==> config.mk <==
export PLATFORM = sky130hd
export DESIGN_NAME = morse_decoder
export DESIGN_NICKNAME = d
export VERILOG_FILES = /design/src/rtl/morse_decoder.sv
export SDC_FILE = /design/constraint.sdc
export NUM_CORES = 1
export LEC_CHECK = 0
export ABC_AREA = 1
export CAP_MARGIN = 20
export CORE_MARGIN = 2
export CORE_UTILIZATION = 50
export DETAILED_ROUTE_END_ITERATION = 16
export GPL_ROUTABILITY_DRIVEN = 1
export HOLD_SLACK_MARGIN = 0.03
export PLACE_DENSITY = 0.64
export SLEW_MARGIN = 5
export SYNTH_ARGS = -nofsm -noshare
export SYNTH_HDL_FRONTEND = slang
export SYNTH_SLANG_ARGS = --single-unit
export TNS_END_PERCENT = 20
==> constraint.sdc <==
create_clock -name clk -period 2.79 [get_ports clk]
set_input_delay 0.4185 -clock clk [delete_from_list [all_inputs] [get_ports clk]]
set_output_delay 0.4185 -clock clk [all_outputs]
set_load 0.1 [all_outputs]
==> src/rtl/morse_decoder.sv <==
// Single-key Morse receiver: times marks and spaces on a filtered key and emits ASCII characters.
// Optional key debounce filter is enabled by defining MORSE_DEBOUNCE_EN.
module morse_decoder #(
  parameter int unsigned UNIT_TICKS     = 4800000,
  parameter int unsigned DEBOUNCE_TICKS = 48000
) (
  input  logic       clk,
  input  logic       rst,
  input  logic       key_n,
  output logic [7:0] char,
  output logic       char_valid,
  output logic       busy,
  output logic       led_r
);

  localparam int unsigned CntW = 26;
  localparam int unsigned DurW = CntW + 1;
  localparam logic [DurW-1:0] TwoUnit  = DurW'(2 * UNIT_TICKS);
  localparam logic [DurW-1:0] FiveUnit = DurW'(5 * UNIT_TICKS);

  typedef enum logic [1:0] {StIdle, StMark, StSpace, StWord} state_e;

  state_e          state_q, state_d;
  logic [1:0]      sync_q, sync_d;
  logic            key_prev_q, key_prev_d;
  logic [1:0]      fill_q, fill_d;
  logic            arm_q, arm_d;
  logic [CntW-1:0] cnt_q, cnt_d;
  logic [4:0]      pat_q, pat_d;
  logic [2:0]      len_q, len_d;
  logic            ovf_q, ovf_d;
  logic [7:0]      char_q, char_d;
  logic            valid_q, valid_d;

  logic            filt;
  logic            key_edge, press, rel;
  logic [DurW-1:0] dur;
  logic [7:0]      letter;

`ifdef MORSE_DEBOUNCE_EN
  localparam int unsigned DbW = $clog2(DEBOUNCE_TICKS + 1);
  logic [DbW-1:0] db_cnt_q, db_cnt_d;
  logic           filt_q, filt_d;

  always_comb begin
    db_cnt_d = '0;
    filt_d   = filt_q;
    if (sync_q[1] != filt_q) begin
      if (db_cnt_q == DbW'(DEBOUNCE_TICKS - 1)) filt_d = sync_q[1];
      else db_cnt_d = db_cnt_q + 1'b1;
    end
  end

  always_ff @(posedge clk) begin
    if (rst) begin
      db_cnt_q <= '0;
      filt_q   <= 1'b1;
    end else begin
      db_cnt_q <= db_cnt_d;
      filt_q   <= filt_d;
    end
  end

  assign filt = filt_q;
`else
  logic unused_debounce;
  assign unused_debounce = ^DEBOUNCE_TICKS;
  assign filt = sync_q[1];
`endif

  function automatic logic [7:0] decode(input logic [2:0] len, input logic [4:0] pat);
    logic [7:0] c;
    case ({len, pat})
      {3'd1, 5'b00000}: c = 8'h45;  {3'd1, 5'b00001}: c = 8'h54;
      {3'd2, 5'b00000}: c = 8'h49;  {3'd2, 5'b00001}: c = 8'h41;
      {3'd2, 5'b00010}: c = 8'h4E;  {3'd2, 5'b00011}: c = 8'h4D;
      {3'd3, 5'b00000}: c = 8'h53;  {3'd3, 5'b00001}: c = 8'h55;
      {3'd3, 5'b00010}: c = 8'h52;  {3'd3, 5'b00011}: c = 8'h57;
      {3'd3, 5'b00100}: c = 8'h44;  {3'd3, 5'b00101}: c = 8'h4B;
      {3'd3, 5'b00110}: c = 8'h47;  {3'd3, 5'b00111}: c = 8'h4F;
      {3'd4, 5'b00000}: c = 8'h48;  {3'd4, 5'b00001}: c = 8'h56;
      {3'd4, 5'b00010}: c = 8'h46;  {3'd4, 5'b00100}: c = 8'h4C;
      {3'd4, 5'b00110}: c = 8'h50;  {3'd4, 5'b00111}: c = 8'h4A;
      {3'd4, 5'b01000}: c = 8'h42;  {3'd4, 5'b01001}: c = 8'h58;
      {3'd4, 5'b01010}: c = 8'h43;  {3'd4, 5'b01011}: c = 8'h59;
      {3'd4, 5'b01100}: c = 8'h5A;  {3'd4, 5'b01101}: c = 8'h51;
      {3'd5, 5'b00000}: c = 8'h35;  {3'd5, 5'b00001}: c = 8'h34;
      {3'd5, 5'b00011}: c = 8'h33;  {3'd5, 5'b00111}: c = 8'h32;
      {3'd5, 5'b01111}: c = 8'h31;  {3'd5, 5'b11111}: c = 8'h30;
      {3'd5, 5'b10000}: c = 8'h36;  {3'd5, 5'b11000}: c = 8'h37;
      {3'd5, 5'b11100}: c = 8'h38;  {3'd5, 5'b11110}: c = 8'h39;
      default:          c = 8'h3F;
    endcase
    return c;
  endfunction

  // Key timing: one counter measures both marks and spaces, restarted on every filtered edge.
  always_comb begin
    sync_d     = {sync_q[0], key_n};
    key_prev_d = filt;
    fill_d     = {fill_q[0], 1'b1};
    // Arm only once a genuine release has been seen after reset.
    arm_d      = arm_q | (fill_q[1] & sync_q[1] & filt);
    key_edge   = (filt != key_prev_q);
    cnt_d      = key_edge ? '0 : ((&cnt_q) ? cnt_q : cnt_q + 1'b1);
    dur        = {1'b0, cnt_q} + 1'b1;
    press      = key_edge & ~filt & arm_q;
    rel        = key_edge & filt;
  end

  always_comb begin
    state_d = state_q;
    pat_d   = pat_q;
    len_d   = len_q;
    ovf_d   = ovf_q;
    char_d  = char_q;
    valid_d = 1'b0;
    letter  = ovf_q ? 8'h3F : decode(len_q, pat_q);
    unique case (state_q)
      StIdle: begin
        if (press) state_d = StMark;
      end
      StMark: begin
        if (rel) begin
          state_d = StSpace;
          if (len_q == 3'd5) begin
            ovf_d = 1'b1;
          end else begin
            pat_d = {pat_q[3:0], dur >= TwoUnit};
            len_d = len_q + 3'd1;
          end
        end
      end
      StSpace: begin
        if (dur >= TwoUnit) begin
          char_d  = letter;
          valid_d = 1'b1;
          pat_d   = '0;
          len_d   = '0;
          ovf_d   = 1'b0;
          state_d = press ? StMark : StWord;
        end else if (press) begin
          state_d = StMark;
        end
      end
      StWord: begin
        if (dur >= FiveUnit) begin
          char_d  = 8'h20;
          valid_d = 1'b1;
          state_d = press ? StMark : StIdle;
        end else if (press) begin
          state_d = StMark;
        end
      end
      default: state_d = StIdle;
    endcase
  end

  always_ff @(posedge clk) begin
    if (rst) begin
      state_q    <= StIdle;
      sync_q     <= 2'b11;
      key_prev_q <= 1'b1;
      fill_q     <= 2'b00;
      arm_q      <= 1'b0;
      cnt_q      <= '0;
      pat_q      <= '0;
      len_q      <= '0;
      ovf_q      <= 1'b0;
      char_q     <= 8'h00;
      valid_q    <= 1'b0;
    end else begin
      state_q    <= state_d;
      sync_q     <= sync_d;
      key_prev_q <= key_prev_d;
      fill_q     <= fill_d;
      arm_q      <= arm_d;
      cnt_q      <= cnt_d;
      pat_q      <= pat_d;
      len_q      <= len_d;
      ovf_q      <= ovf_d;
      char_q     <= char_d;
      valid_q    <= valid_d;
    end
  end

  assign char       = char_q;
  assign char_valid = valid_q;
  assign busy       = (state_q != StIdle);
  assign led_r      = key_prev_q;

endmodule

# --- Yosys cells after proc, flatten, opt, wreduce, memory -nomap -nowiden ---
# Cells that the tools add are included.
op_classes:
  addsub: 3
  n_mul: 0
  div: 0
  n_lt_le_gt_ge: 2
  eq_ne: 46
  n_shift: 0
  mux: 28
  n_bitwise: 7
  reduce_logical: 9
ops:
  columns: ["op", "n"]
  rows:
  - ["one-hot mux 7 bit (36 select lines)", 1]
  - ["== test 8 bit, second input constant", 22]
  - ["== test 8 x 7 -> 1 bit, second input constant", 12]
  - ["adder 26 x 1 -> 27 bit, second input constant", 1]
  - ["greater-or-equal comparator 27 x 24 -> 1 bit, second input constant", 1]
  - ["greater-or-equal comparator 27 x 25 -> 1 bit, second input constant", 1]
  - ["adder 26 x 1 -> 26 bit, second input constant", 1]
  - ["AND reduction 26 bit", 1]
  - ["two-way mux 8 bit", 3]
  - ["== test 8 x 6 -> 1 bit, second input constant", 2]
  - ["one-hot mux 8 bit (2 select lines)", 1]
  - ["two-way mux 5 bit", 3]
  - ["two-way mux 2 bit", 5]
  - ["inequality test 2 bit, second input constant", 5]
  - ["one-hot mux 5 bit (2 select lines)", 1]
  - ["two-way mux 3 bit", 3]
  - ["one-hot mux 2 bit (4 select lines)", 1]
  - ["AND reduction 4 bit", 2]
  - ["two-way mux 1 bit", 7]
  - ["one-hot mux 3 bit (2 select lines)", 1]
  - ["nonzero test 2 bit", 3]
  - ["bitwise AND 1 bit", 5]
  - ["== test 2 bit, second input constant", 2]
  - ["one-hot mux 1 bit (2 select lines)", 2]
  - ["9 further kinds", 9]
word_totals:
  register_bits: 52
  latch_bits: 0
  mem_bits_rw: 0
  mem_bits_ro: 0
  inputBits: 3
  out_inout_bits: 11
  wordCells: 107
  n_memories: 0

# --- Logic depth before layout (Yosys ltp) ---
logic_depth:
  depth_word: 6
  mapped_depth: 19
  mapped_depth_nobuf: 19

# --- Least setup slack after synthesis ---
# OpenSTA, ideal clock, no wires.
synth_timing:
  path_kind: "register -> register"
  startpoint: "register cnt_q[0]"
  endpoint: "register char_q[1] (netlist: char[1])"
  setup_ns: 0.132
  arrival_ns: 2.027
  required_time_ns: 2.658
  path_slack_ns: 0.631
  path_stages_with_launch: 18
  path_buffers: 1
  period_less_slack_ns: 2.159
  path_cell_list: "dfxtp_1 -> ha_1 -> inv_1 -> nor2_4 -> nand2_4 -> nor2_8 -> nand3_2 -> nand2_1 -> inv_2 -> nor2_1 -> nand2_1 -> nor2_1 -> nand2_2 -> nand2_4 -> nand2_4 -> buf_6 -> nand3_1 -> a21oi_1"
synth_between:
  elab_chain_cells: 4
  word_cells_on_any_way: 6
  cone_classes: "add/sub: 1; order compare: 2; eq/ne: 2; reduce/logical: 1"
synth_lines:
  columns: ["element", "line", "text"]
  rows:
  - ["from (decl)", "28", "logic [CntW-1:0] cnt_q, cnt_d;"]
  - ["from (signal assigned)", "178", "cnt_q <= cnt_d;"]
  - ["adder 26 x 1 -> 27 bit (*)", "106", "dur = {1'b0, cnt_q} + 1'b1;"]
  - ["greater-or-equal comparator 27 x 25 -> 1 bit or greater-or-equal comparator 27 x 24 -> 1 bit (tied branches)", "147, 135", null]
  - ["inequality test 2 bit (no source line)", null, null]
  - ["AND reduction 3 bit (no source line) (*)", null, null]
  - ["to (signal assigned)", "182", "char_q <= char_d;"]
  - ["to (decl)", "32", "logic [7:0] char_q, char_d;"]
# Mark *: on every way between the ends. The rest lies on a longest branch, timed or not.
# A chain may end at the register's enable or synchronous reset.

# --- Final worst setup path ---
layout_timing:
  startpoint: "register cnt_q[0]"
  endpoint: "register pat_q[2]"
layout_between:
  elab_chain_cells: 4
layout_lines:
  columns: ["element", "line", "text"]
  rows:
  - ["adder 26 x 1 -> 27 bit", "106", null]
  - ["greater-or-equal comparator 27 x 24 -> 1 bit", "135", "if (dur >= TwoUnit) begin"]
  - ["inequality test 2 bit (no source line)", null, null]
  - ["AND reduction 4 bit (no source line)", null, null]
  - ["to (signal assigned)", "179", "pat_q <= pat_d;"]
  - ["to (decl)", "29", "logic [4:0] pat_q, pat_d;"]
# Every way passes these cells.

==> results.toml <==
[run_status]
status = "finished, final reports clean"

[cells_and_area]
nNetsFinal = 577
drive_gt1_frac = 0.109
area.growth.synth_to_final_pct = 8.66
fillers = 696
antenna_cells = 0

[routing]
vias = 3481
antenna_left = 0
drc = 0
first_iter_violations = 152
wl_um = 8620
dr.pass1.iters = 5
via_per_inst = 5.36
wl_per_cell_um = 13.3

[yosys]
synthAdderAreaFrac = 0.0184
netlist_area_um2 = 3400
synth_compound_area_frac = 0.106
yosysTopAreaCell = "dfxtp_1"
seq_area_frac_synth = 0.301
yosysMostFrequentCell = "nand2_1"
synth_top_family_by_area = "simple AND/OR/NAND/NOR gates"
synth_fp_nets = 562
synth_top_area_frac = 0.301
ys_warn_count = 0
synth_edf_count = 0
avgSynthCellArea_um2 = 6.13
netlist_instances = 554
synth-seq-cells = 51
ys_async_sr_fraction = 0
synth_area_leaders = "dfxtp_1 (30%), nand2_1 (16%), nor2_1 (9.0%)"
synth.area.mux_share = 0
yosys_most_used_dff = "dfxtp_1"
synthSimpleGateAreaFrac = 0.447
synthDistinctLibCells = 35
synth_common_cells = "nand2_1 (141), nor2_1 (81), inv_1 (72)"
synth_xor_area_frac = 0.0258

[floorplanning]
core_region_area_um2 = 6680
die_w_um = 86.4
initial_core_util = 0.508
dieHeight_um = 86.4
die_area_um2 = 7470
ios = 14
fp-row-count = 30

[placed_design]
portBuffers = 12
dp_hpwl_um = 6830
gp_congestion = 0.922

[setup_path]
crit_path_start_kind = "register"
critical_path_arrival_ps = 2730
critPathCaptureType = "register"
setup.worst_path.start = "cnt_q[0]"
crit_fanout = 15
critPathRequiredTime_ps = 3030
cp_cell_sequence = "ha_1 > inv_1 > nor2_4 > nand2_4 > nor2_8 > nand3_2 > nand2_1 > inv_2 > nor2_1 > nand2_1 > nor2_1 > nand2_2 > nand2_4 > nand2_4 > nand2_2 > nand2_1 > a21oi_1"
reg2reg_depth = 17
regToRegStartpoint = "cnt_q[0]"
r2r_slack_ps = 300
cp_slowest_cell = "dfxtp_1"
critPathKind = "register to register"
max_stage_delay_ps = 400
r2r-end = "pat_q[2]"

[clocking]
clk_pin_slew_worst_paths_ps = 100
htree_num_levels = 2
cts-root-buf = "clkbuf_8"
numCtsBuffers = 5
insertion_delay_ps = 310
cts_tree = "yes"
clock_sinks = 51
ctsLongestPathBuffers = 2

[sta]
slew_viol_final = 0
rsz0062_at_grt = "no"
fin_crit_sh = 0.892
finalSetupTns_ps = 0
worst_pin_slew_ps = 739
finalHoldViolCount = 0
setup_viol = 0
min_period_ps = 2490
fmax_ghz = 0.402
slew_headroom = 0.503
clock-skew-final_ps = 12.6
holdWs_ps = 411

[power]
ir_worst_vdd_v = 0.000253
p_leak_nw = 1.77
power_density_nw_per_um2 = 400

[hold_path]
min_from = "fill_q[0]"
hold_path_class = "register to register"
hold-path-endpoint = "fill_q[1]"
hold_depth = 2

[global_routing]
grt_max_degree = 17
gr-usage-all-layers = 0.243
grt_pass1_vias = 3157
grt_antenna_before_repair = 0
grt_pass1_wl_um = 14600
grt.overflow.total = 0

[run]
cap_viol_max_count = 0
## through the flow
stage	area (µm²)	setup slack, ps	power, mW	cells	utilization
floorplan	3400	631	0.992	554	-
global placement	3570	194	1.06	639	0.534
detailed placement	3570	199	1.06	639	0.534
CTS	3660	157	1.50	647	0.547
global route	3690	5.06	1.56	650	0.552
finish	3690	300	1.48	650	0.552
## worst max-delay path, delay by kind of cell, from the launching register on
family / cells / cell delay [ps]
and+or+nand+nor: 13 / 1530
adders and majority gates: 1 / 230
DFF: 1 / 400
AOI/OAI and AO/OA: 1 / 120
buffers and inverters: 2 / 140
## cell families (layout without fill, tap and decap cells)
| kind of cell | count (synthesis) | in the layout |
|---|---|---|
| compound gates | 66 | 66 |
| xor+xnor | 10 | 10 |
| fa+ha+maj | 5 | 5 |
| buf+inv | 88 | 104 |
| flops | 51 | 51 |
| other cells | 1 | 1 |
| simple gates | 333 | 333 |
## power breakdown
group / switching [mW] / internal [mW] / total (mW) / leakage [nW]
clock network: 0.256 / 0.181 / 0.437 / 0.0418
registers: 0.0244 / 0.747 / 0.772 / 0.413
logic: 0.194 / 0.0739 / 0.267 / 1.31
## per-layer routing
layer	track usage	share of wire	up-vias
met5	0	0	-
met4	0.0639	0.016	0
met3	0.0295	0.041	11
met2	0.462	0.53	96
met1	0.285	0.41	1578
li1	-	-	1796
## area by class of cell
type                            count  area [µm²]  area share
Clock inverter                      2        16.3     0.00441
Sequential cell                    51        1020       0.277
Inverter                           77         289      0.0783
Clock buffer                        6        72.6      0.0197
Tap cell                           80         100      0.0271
Multi-Input combinational cell    415        2040       0.554
Timing Repair Buffer               19         148      0.0400
## cells in the final DEF (no fill, tap or decap), types with 8 or more instances in the layout
cell     synthesis  layout
a21oi_1         32      32
buf_4            1      17
dfxtp_1         51      51
inv_1           72      72
nand2_1        141     140
nand2_2          8       9
nand3_1         54      54
nand4_1         12      12
nor2_1          81      80
nor2_2           7       8
nor3_1          10      10
o21ai_0         23      23
## flip-flops by register name (all words and copies together) (netlist names)
signal,count
cnt_q,26
char,7
pat_q,5
len_q,3
fill_q,2
state_q,2
sync_q,2
arm_q,1
char_valid,1
led_r,1
ovf_q,1
## timing repair
action,CTS,global route
buffers inserted,0,3
setup endpoints to repair,0,4
resized for setup,0,3
hold buffers,0,0
## how the worst max path moves through the flow
stage	end	slack, ps
floorplan	char[1]	630
global placement	char[5]	190
detailed placement	char[5]	200
CTS	char[5]	160
global route	pat_q[4]	5
finish	pat_q[2]	300
No activity file was read; power rests on OpenSTA's default activity.
